## src/rtl/isa_imem_writer_if.sv

```systemverilog
`default_nettype none
// ============================================================================
// Module   : isa_imem_writer_if
// Brief    : ISA word stream, load control and instruction-memory write bus
// Revision : 1.0
// ============================================================================
interface isa_imem_writer_if #(
    parameter int DATA_W  = 128,
    parameter int ADDR_W  = 32,
    parameter int IMEM_AW = 10
);
    logic [DATA_W-1:0]  isa_data_i;
    logic               isa_wren_i;
    logic [ADDR_W-1:0]  isa_addr_i;
    logic               isa_full_o;
    logic               load_start_i;
    logic [15:0]        load_len_i;
    logic               imem_we_o;
    logic [IMEM_AW-1:0] imem_addr_o;
    logic [DATA_W-1:0]  imem_wdata_o;
    logic               imem_busy_i;
    logic               load_done_o;
    logic [15:0]        words_o;
    logic               err_ovf_o;
    logic               err_align_o;

    modport slave (
        input  isa_data_i, isa_wren_i, isa_addr_i, load_start_i, load_len_i, imem_busy_i,
        output isa_full_o, imem_we_o, imem_addr_o, imem_wdata_o, load_done_o, words_o,
               err_ovf_o, err_align_o
    );

    modport master (
        output isa_data_i, isa_wren_i, isa_addr_i, load_start_i, load_len_i, imem_busy_i,
        input  isa_full_o, imem_we_o, imem_addr_o, imem_wdata_o, load_done_o, words_o,
               err_ovf_o, err_align_o
    );
endinterface
`default_nettype wire

```

## src/rtl/isa_imem_writer.sv

```systemverilog
`default_nettype none
// ============================================================================
// Module   : isa_imem_writer
// Brief    : Buffers ISA words in a FIFO and writes them to instruction memory
// Revision : 1.0
// ============================================================================
module isa_imem_writer #(
    parameter int DATA_W     = 128,
    parameter int ADDR_W     = 32,
    parameter int IMEM_AW    = 10,
    parameter int FIFO_DEPTH = 4
) (
    input  wire logic        clk_cpu,
    input  wire logic        rst,
    isa_imem_writer_if.slave bus
);
    localparam int                 c_PTR_W = $clog2(FIFO_DEPTH);
    localparam logic [c_PTR_W:0]   c_DEPTH = (c_PTR_W+1)'(FIFO_DEPTH);

    typedef enum logic [1:0] {
        S_IDLE = 2'd0,
        S_LOAD = 2'd1,
        S_DONE = 2'd2
    } state_t;

    state_t r_state;
    state_t w_state_nxt;

    logic [IMEM_AW-1:0] r_fifo_addr [FIFO_DEPTH];
    logic [DATA_W-1:0]  r_fifo_data [FIFO_DEPTH];
    logic [c_PTR_W-1:0] r_wptr;
    logic [c_PTR_W-1:0] r_rptr;
    logic [c_PTR_W:0]   r_count;
    logic [15:0]        r_len;
    logic [15:0]        r_words;
    logic               r_err_ovf;
    logic               r_err_align;

    logic [ADDR_W-1:0]  w_addr;
    logic               w_empty;
    logic               w_full;
    logic               w_strobe;
    logic               w_misalign;
    logic               w_ovf;
    logic               w_push;
    logic               w_pop;
    logic [15:0]        w_words_inc;
    logic               w_last;
    logic               w_flush;

    assign w_addr = bus.isa_addr_i;

    generate
        if (ADDR_W > IMEM_AW + 4) begin : g_unused_hi
            wire logic w_unused_addr_hi = &{1'b0, w_addr[ADDR_W-1:IMEM_AW+4]};
        end
    endgenerate

    assign w_empty     = (r_count == '0);
    assign w_full      = (r_count == c_DEPTH);
    assign w_strobe    = (r_state == S_LOAD) && bus.isa_wren_i;
    assign w_misalign  = w_strobe && (w_addr[3:0] != 4'd0);
    assign w_ovf       = w_strobe && (w_addr[3:0] == 4'd0) && w_full;
    assign w_push      = w_strobe && (w_addr[3:0] == 4'd0) && !w_full;
    assign w_pop       = (r_state == S_LOAD) && !w_empty && !bus.imem_busy_i;
    assign w_words_inc = (r_words == 16'hFFFF) ? r_words : r_words + 16'd1;
    assign w_last      = w_pop && (w_words_inc == r_len);

    always_ff @(posedge clk_cpu or posedge rst) begin
        if (rst) begin
            r_state <= S_IDLE;
        end else begin
            r_state <= w_state_nxt;
        end
    end

    // A new load always wins; reaching the count drops whatever is still queued.
    always_comb begin
        w_state_nxt = r_state;
        w_flush     = 1'b0;
        if (bus.load_start_i) begin
            w_flush     = 1'b1;
            w_state_nxt = (bus.load_len_i == 16'd0) ? S_DONE : S_LOAD;
        end else if ((r_state == S_LOAD) && w_last) begin
            w_flush     = 1'b1;
            w_state_nxt = S_DONE;
        end
    end

    always_ff @(posedge clk_cpu or posedge rst) begin
        if (rst) begin
            r_wptr      <= '0;
            r_rptr      <= '0;
            r_count     <= '0;
            r_len       <= '0;
            r_words     <= '0;
            r_err_ovf   <= 1'b0;
            r_err_align <= 1'b0;
        end else begin
            if (bus.load_start_i) begin
                r_len       <= bus.load_len_i;
                r_words     <= '0;
                r_err_ovf   <= 1'b0;
                r_err_align <= 1'b0;
            end else begin
                if (w_pop)      r_words     <= w_words_inc;
                if (w_ovf)      r_err_ovf   <= 1'b1;
                if (w_misalign) r_err_align <= 1'b1;
            end

            if (w_flush) begin
                r_wptr  <= '0;
                r_rptr  <= '0;
                r_count <= '0;
            end else begin
                if (w_push) r_wptr <= r_wptr + c_PTR_W'(1);
                if (w_pop)  r_rptr <= r_rptr + c_PTR_W'(1);
                case ({w_push, w_pop})
                    2'b10:   r_count <= r_count + (c_PTR_W+1)'(1);
                    2'b01:   r_count <= r_count - (c_PTR_W+1)'(1);
                    default: r_count <= r_count;
                endcase
            end
        end
    end

    // Storage needs no reset: the read side is masked whenever the FIFO is empty.
    always_ff @(posedge clk_cpu) begin
        if (w_push) begin
            r_fifo_addr[r_wptr] <= w_addr[IMEM_AW+3:4];
            r_fifo_data[r_wptr] <= bus.isa_data_i;
        end
    end

    assign bus.imem_we_o    = (r_state == S_LOAD) && !w_empty;
    assign bus.imem_addr_o  = bus.imem_we_o ? r_fifo_addr[r_rptr] : '0;
    assign bus.imem_wdata_o = bus.imem_we_o ? r_fifo_data[r_rptr] : '0;
    assign bus.isa_full_o   = w_full;
    assign bus.load_done_o  = (r_state == S_DONE);
    assign bus.words_o      = r_words;
    assign bus.err_ovf_o    = r_err_ovf;
    assign bus.err_align_o  = r_err_align;

endmodule
`default_nettype wire

```

## src/flat_wrapper.sv

```systemverilog
// flat-port wrapper written by rule: the top's interface ports become plain ports
module isa_imem_writer_flat 
#(
    parameter int DATA_W     = 128,
    parameter int ADDR_W     = 32,
    parameter int IMEM_AW    = 10,
    parameter int FIFO_DEPTH = 4
)
  (clk_cpu, rst, bus_isa_data_i, bus_isa_wren_i, bus_isa_addr_i, bus_load_start_i, bus_load_len_i, bus_imem_busy_i, bus_isa_full_o, bus_imem_we_o, bus_imem_addr_o, bus_imem_wdata_o, bus_load_done_o, bus_words_o, bus_err_ovf_o, bus_err_align_o);
  isa_imem_writer_if #(.DATA_W(DATA_W), .ADDR_W(ADDR_W), .IMEM_AW(IMEM_AW)) bus_i ();
  input  wire logic clk_cpu;
  input  wire logic rst;
  input wire logic [$bits(bus_i.isa_data_i)-1:0] bus_isa_data_i;
  input wire logic [$bits(bus_i.isa_wren_i)-1:0] bus_isa_wren_i;
  input wire logic [$bits(bus_i.isa_addr_i)-1:0] bus_isa_addr_i;
  input wire logic [$bits(bus_i.load_start_i)-1:0] bus_load_start_i;
  input wire logic [$bits(bus_i.load_len_i)-1:0] bus_load_len_i;
  input wire logic [$bits(bus_i.imem_busy_i)-1:0] bus_imem_busy_i;
  output wire logic [$bits(bus_i.isa_full_o)-1:0] bus_isa_full_o;
  output wire logic [$bits(bus_i.imem_we_o)-1:0] bus_imem_we_o;
  output wire logic [$bits(bus_i.imem_addr_o)-1:0] bus_imem_addr_o;
  output wire logic [$bits(bus_i.imem_wdata_o)-1:0] bus_imem_wdata_o;
  output wire logic [$bits(bus_i.load_done_o)-1:0] bus_load_done_o;
  output wire logic [$bits(bus_i.words_o)-1:0] bus_words_o;
  output wire logic [$bits(bus_i.err_ovf_o)-1:0] bus_err_ovf_o;
  output wire logic [$bits(bus_i.err_align_o)-1:0] bus_err_align_o;
  assign bus_i.isa_data_i = bus_isa_data_i;
  assign bus_i.isa_wren_i = bus_isa_wren_i;
  assign bus_i.isa_addr_i = bus_isa_addr_i;
  assign bus_i.load_start_i = bus_load_start_i;
  assign bus_i.load_len_i = bus_load_len_i;
  assign bus_i.imem_busy_i = bus_imem_busy_i;
  assign bus_isa_full_o = bus_i.isa_full_o;
  assign bus_imem_we_o = bus_i.imem_we_o;
  assign bus_imem_addr_o = bus_i.imem_addr_o;
  assign bus_imem_wdata_o = bus_i.imem_wdata_o;
  assign bus_load_done_o = bus_i.load_done_o;
  assign bus_words_o = bus_i.words_o;
  assign bus_err_ovf_o = bus_i.err_ovf_o;
  assign bus_err_align_o = bus_i.err_align_o;
  isa_imem_writer #(.DATA_W(DATA_W), .ADDR_W(ADDR_W), .IMEM_AW(IMEM_AW), .FIFO_DEPTH(FIFO_DEPTH)) u_core (.clk_cpu(clk_cpu), .rst(rst), .bus(bus_i));
endmodule
```

## config.mk

```make
export PLATFORM = sky130hd
export DESIGN_NAME = isa_imem_writer_flat
export DESIGN_NICKNAME = d
export VERILOG_FILES = /design/src/rtl/isa_imem_writer_if.sv /design/src/rtl/isa_imem_writer.sv /design/src/flat_wrapper.sv
export SDC_FILE = /design/constraint.sdc
export NUM_CORES = 1
export LEC_CHECK = 0
export CAP_MARGIN = 30
export CORE_MARGIN = 8
export CORE_UTILIZATION = 54
export DETAILED_ROUTE_END_ITERATION = 10
export MAX_ROUTING_LAYER = met4
export PLACE_DENSITY = 0.79
export RECOVER_POWER = 100
export SETUP_SLACK_MARGIN = 0.3
export SYNTH_ARGS = -nofsm -noshare
export SYNTH_HDL_FRONTEND = slang
export SYNTH_SLANG_ARGS = --single-unit
```

## constraint.sdc

```tcl
create_clock -name clk_cpu -period 10.83 [get_ports clk_cpu]
set_input_delay 2.166 -clock clk_cpu [delete_from_list [all_inputs] [get_ports clk_cpu]]
set_output_delay 2.166 -clock clk_cpu [all_outputs]
set_load 0.005 [all_outputs]
```

==> summary.md <==
| Metric | Value |
|---|---|
| Async SR Flop Fraction | `under 10%` |
| GRT overflow | `0` |
| Status | `finished with violations` |
| Crit path buf inv count | `3` |
| Slowest stage delay, CP | `2.61 ns` |
| Setup crit end kind | `register` |
| Vias in the first global route | `between 10000 and 15000` |
| Via-to-Cell Ratio | `around 5.7` |
| CTS Hold Bufs | `0` |
| Drt drc | `0` |
| Worst Setup SP | `bus_isa_addr_i[1]` |
| Yosys top cell area share | `a little over two thirds` |
| Row Count | `between 70 and 80` |
| Crit-path leading delay family | `buffers and inverters` |
| Fraction of the yosys area taken by sequential cells | `between 70% and 80%` |
| Root Buffer | `clkbuf_16` |
| Seq cells post-synth | `a little under 600` |
| Unrepaired setup endpoints after global routing | `no` |
| Slew Limit Fails | `around 630` |
| I/O Buffers | `approximately 320` |
| Final setup fails | `0` |
| Fin area | `around 29000 sq um` |
| Peak Freq | `about 120 MHz` |
| CP Max Fanout | `55` |
| Fraction of layout cells with a size suffix above 1 | `16.32%` |
| Max VDD drop | `about 0.00015 V` |
| Die area | `50840 sq um` |
| Initial Util | `a little over half` |
| WHS Path Cells | `2` |
| Post-synth EDFFs | `552` |
| Antenna-violating nets left | `0` |
| Largest net degree at the start of global routing | `95` |
| Place WS | `between 5 and 6 ns` |
| Cell variety after synth | `a little under 60` |
| Post_cts resized | `0` |
| H-tree depth | `2` |
| TritonCTS Buffers | `a little under 60` |
| Setup Buffers After CTS | `0` |
| Clock Sinks | `~600` |
| Fillers | `roughly 2800` |
| Total iterations of the first detailed-routing run | `7` |
| Crit path required time | `between 10 and 15 ns` |
| Dpl hpwl | `32950 microns` |
| Hold Path Class | `reg2reg` |
| Per-cell routed wire length | `24.56 microns` |
| Hold Slack | `about 0.51 ns` |
| Tmin final | `a little over 8 ns` |
| Main synth FF type | `edfxtp_1` |
| Io pins | `340` |
| Slack of the worst reg-to-reg path | `approximately 4.5 ns` |
| Arr. time, crit path | `about 8.4 ns` |
| Critical R2R Launch | `u_core.r_state[1]` |
| Synth-to-layout area growth | `24.42%` |
| Hold_sp | `u_core.bus.err_ovf_o` |
| Post-Synthesis Cell Area | `23690 sq um` |
| Static leakage | `about 0.01 uW` |
| Crit-path cells | `dlygate4sd3_1 -> or4_1 -> nor3_1 -> clkbuf_1 -> and2_0 -> clkbuf_1` |
| Worst Reg-to-Reg Cells | `6` |
| Startpoint Class | `input pin` |
| Setup TNS | `0 ns` |
| Max-cap violations | `15` |
| Die X | `roughly 230 microns` |
| Area of the multi-input gates | `around 5700 sq um` |
| Worst rel slew slack | `-144.1%` |
| Syn. warnings | `0` |
| First-pass GRT wire length | `80300 microns` |
| Fin crit share | `around three quarters` |
| Crit Path Class | `in2reg` |
| Most used cell, CP | `clkbuf_1` |
| Die Y | `225.5 microns` |
| Number of cells on the critical path | `6` |
| CTS tree | `done` |
| Power Density | `around 160 nW/um^2` |
| Global-route usage over all layers | `a little over a fifth` |
| Mapped Cells | `between 1000 and 1500` |
| Core ar. | `43170 sq um` |
| Dpl cell area | `roughly 28000 sq um` |
| Failing checks | `capacitance limit, slew limit` |
| 1st-iter DRT viols | `roughly 1100` |
| Detailed Route WL | `approximately 54000 microns` |
| Synth area leader | `edfxtp_1` |
| Antenna violations before repair | `27` |
| Syn_area_per_cell | `about 20 sq um` |
| Worst-margin pin slew | `about 3.7 ns` |
| Vias after detailed routing | `12474` |
| Setup ws final | `2.552 ns` |
| Worst-path clk slew | `0.06 ns` |
| Synth Net Count | `1384` |
| Final Hold Viols | `0` |
| Routability cong. | `0.8339` |
| Total Nets Final | `between 1500 and 2000` |
| Worst Clk Skew | `just over 0.04 ns` |
| Clk Latency, worst-skew pair | `about 0.62 ns` |
| Crit-path slowest cell | `clkbuf_1` |
| Clock tree buffer depth | `3` |
| Pwr Total | `4678 uW` |
| Largest cells by area after synthesis | `edfxtp_1, mux4_2, dfrtp_1` |
| Sequential Area | `about 18000 sq um` |
synth_stat cells (4+ instances only):
cell type / count
edfxtp_1: 552
nor2b_1: 140
mux4_2: 138
dfrtp_1: 43
nor2_1: 41
clkbuf_1: 37
xnor2_1: 20
nand2_1: 19
buf_1: 18
nor3_1: 17
mux2_2: 16
o21ai_0: 12
a21oi_1: 11
inv_1: 11
nand3_1: 9
nor4_1: 9
xor2_1: 8
and2_1: 6
ha_1: 6
nand4_1: 6
and3_1: 5
and4_1: 5
buf_2: 5
mux2i_1: 5
buf_4: 4
nand2b_1: 4
logic make-up (layout without fill, tap and decap cells):
kind of cell,Yosys count,count (layout),synth area share [%]
AO/OA/AOI/OAI,48,48,1.447
buffers and inverters,77,456,1.341
flip-flops,595,595,74.50
other,0,24,0
adder cells (fa/ha/maj),7,7,0.4013
multiplexers,159,159,14.09
XOR/XNOR,28,28,1.035
AND/OR/NAND/NOR,282,282,7.187
routing by layer:
layer	part of all wire (%)	vias to the layer above	global-route usage (%)
met5	0	-	-
met3	7.7	76	6.077
met1	39	6455	26.92
met2	51	451	34.57
met4	2.2	0	6.101
li1	-	5492	-
worst min-delay path: stages (launching register included):
cell,delay [ns]
dfrtp_1,0.35
a21oi_1,0.04
nor2_1,0.08
sequential cells by signal (all words and copies together) (netlist names), 2 cells and up:
signal	cells
u_core.r_wptr	2
u_core.r_len	16
u_core.r_count	3
u_core.r_fifo_addr	40
u_core.r_fifo_data	512
u_core.r_state	2
u_core.bus.words_o	16
u_core.r_rptr	2
where the power goes:
group / internal, uW / total [uW] / leakage [uW] / switching [uW]
Clock: 1190 / 2020 / 0.000938 / 834
Combinational: 69.0 / 129 / 0.00332 / 59.8
Sequential: 2520 / 2530 / 0.00552 / 8.36
final cells by class:
type	count	share of cell area, %
Antenna cell	24	0.2037
Timing Repair Buffer	339	11.37
Clock inverter	36	1.388
Tap cell	585	2.483
Inverter	12	0.1528
Sequential cell	595	59.90
Multi-Input combinational cell	524	19.37
Clock buffer	69	5.131
stage by stage:
stage,utilization [%],std cells
3_3_place_gp,63.75,2053
3_5_place_dp,63.87,2055
6_report,68.28,2184
2_1_floorplan,-,1196
4_1_cts,68.32,2160
5_1_grt,68.28,2184
path summary, 6_finish.rpt:
check                                       endpoint
setup / recovery           u_core.r_fifo_data[0][23]
hold / removal                  u_core.bus.err_ovf_o
setup reg to reg           u_core.r_fifo_data[0][23]
hold reg to reg                 u_core.bus.err_ovf_o
max in group asynchronous           u_core.r_rptr[1]
min in group asynchronous            u_core.r_len[8]
cells in the final DEF, fill, tap and decap left out, drive strengths merged, types with 3 or more instances in the layout:
cell,Yosys,layout
nor4,10,10
mux4,138,138
dfrtp,43,43
and3,5,5
nor2b,140,140
clkinv,1,26
or4,3,3
mux2,16,16
nand3,10,10
clkbuf,37,80
ha,6,6
inv,11,12
clkdlybuf4s50,0,26
edfxtp,552,552
a311oi,3,3
xnor2,20,20
diode,0,24
nand2b,4,4
a21oi,11,11
nor3,19,19
nand4,8,8
bufinv,0,8
o21ai,13,13
nand2,19,19
o211ai,3,3
dlygate4sd3,0,295
buf,28,7
and4,5,5
a41oi,3,3
xor2,8,8
mux2i,5,5
and2,6,6
nor2,41,41
Power figures use the tool's default switching activity.
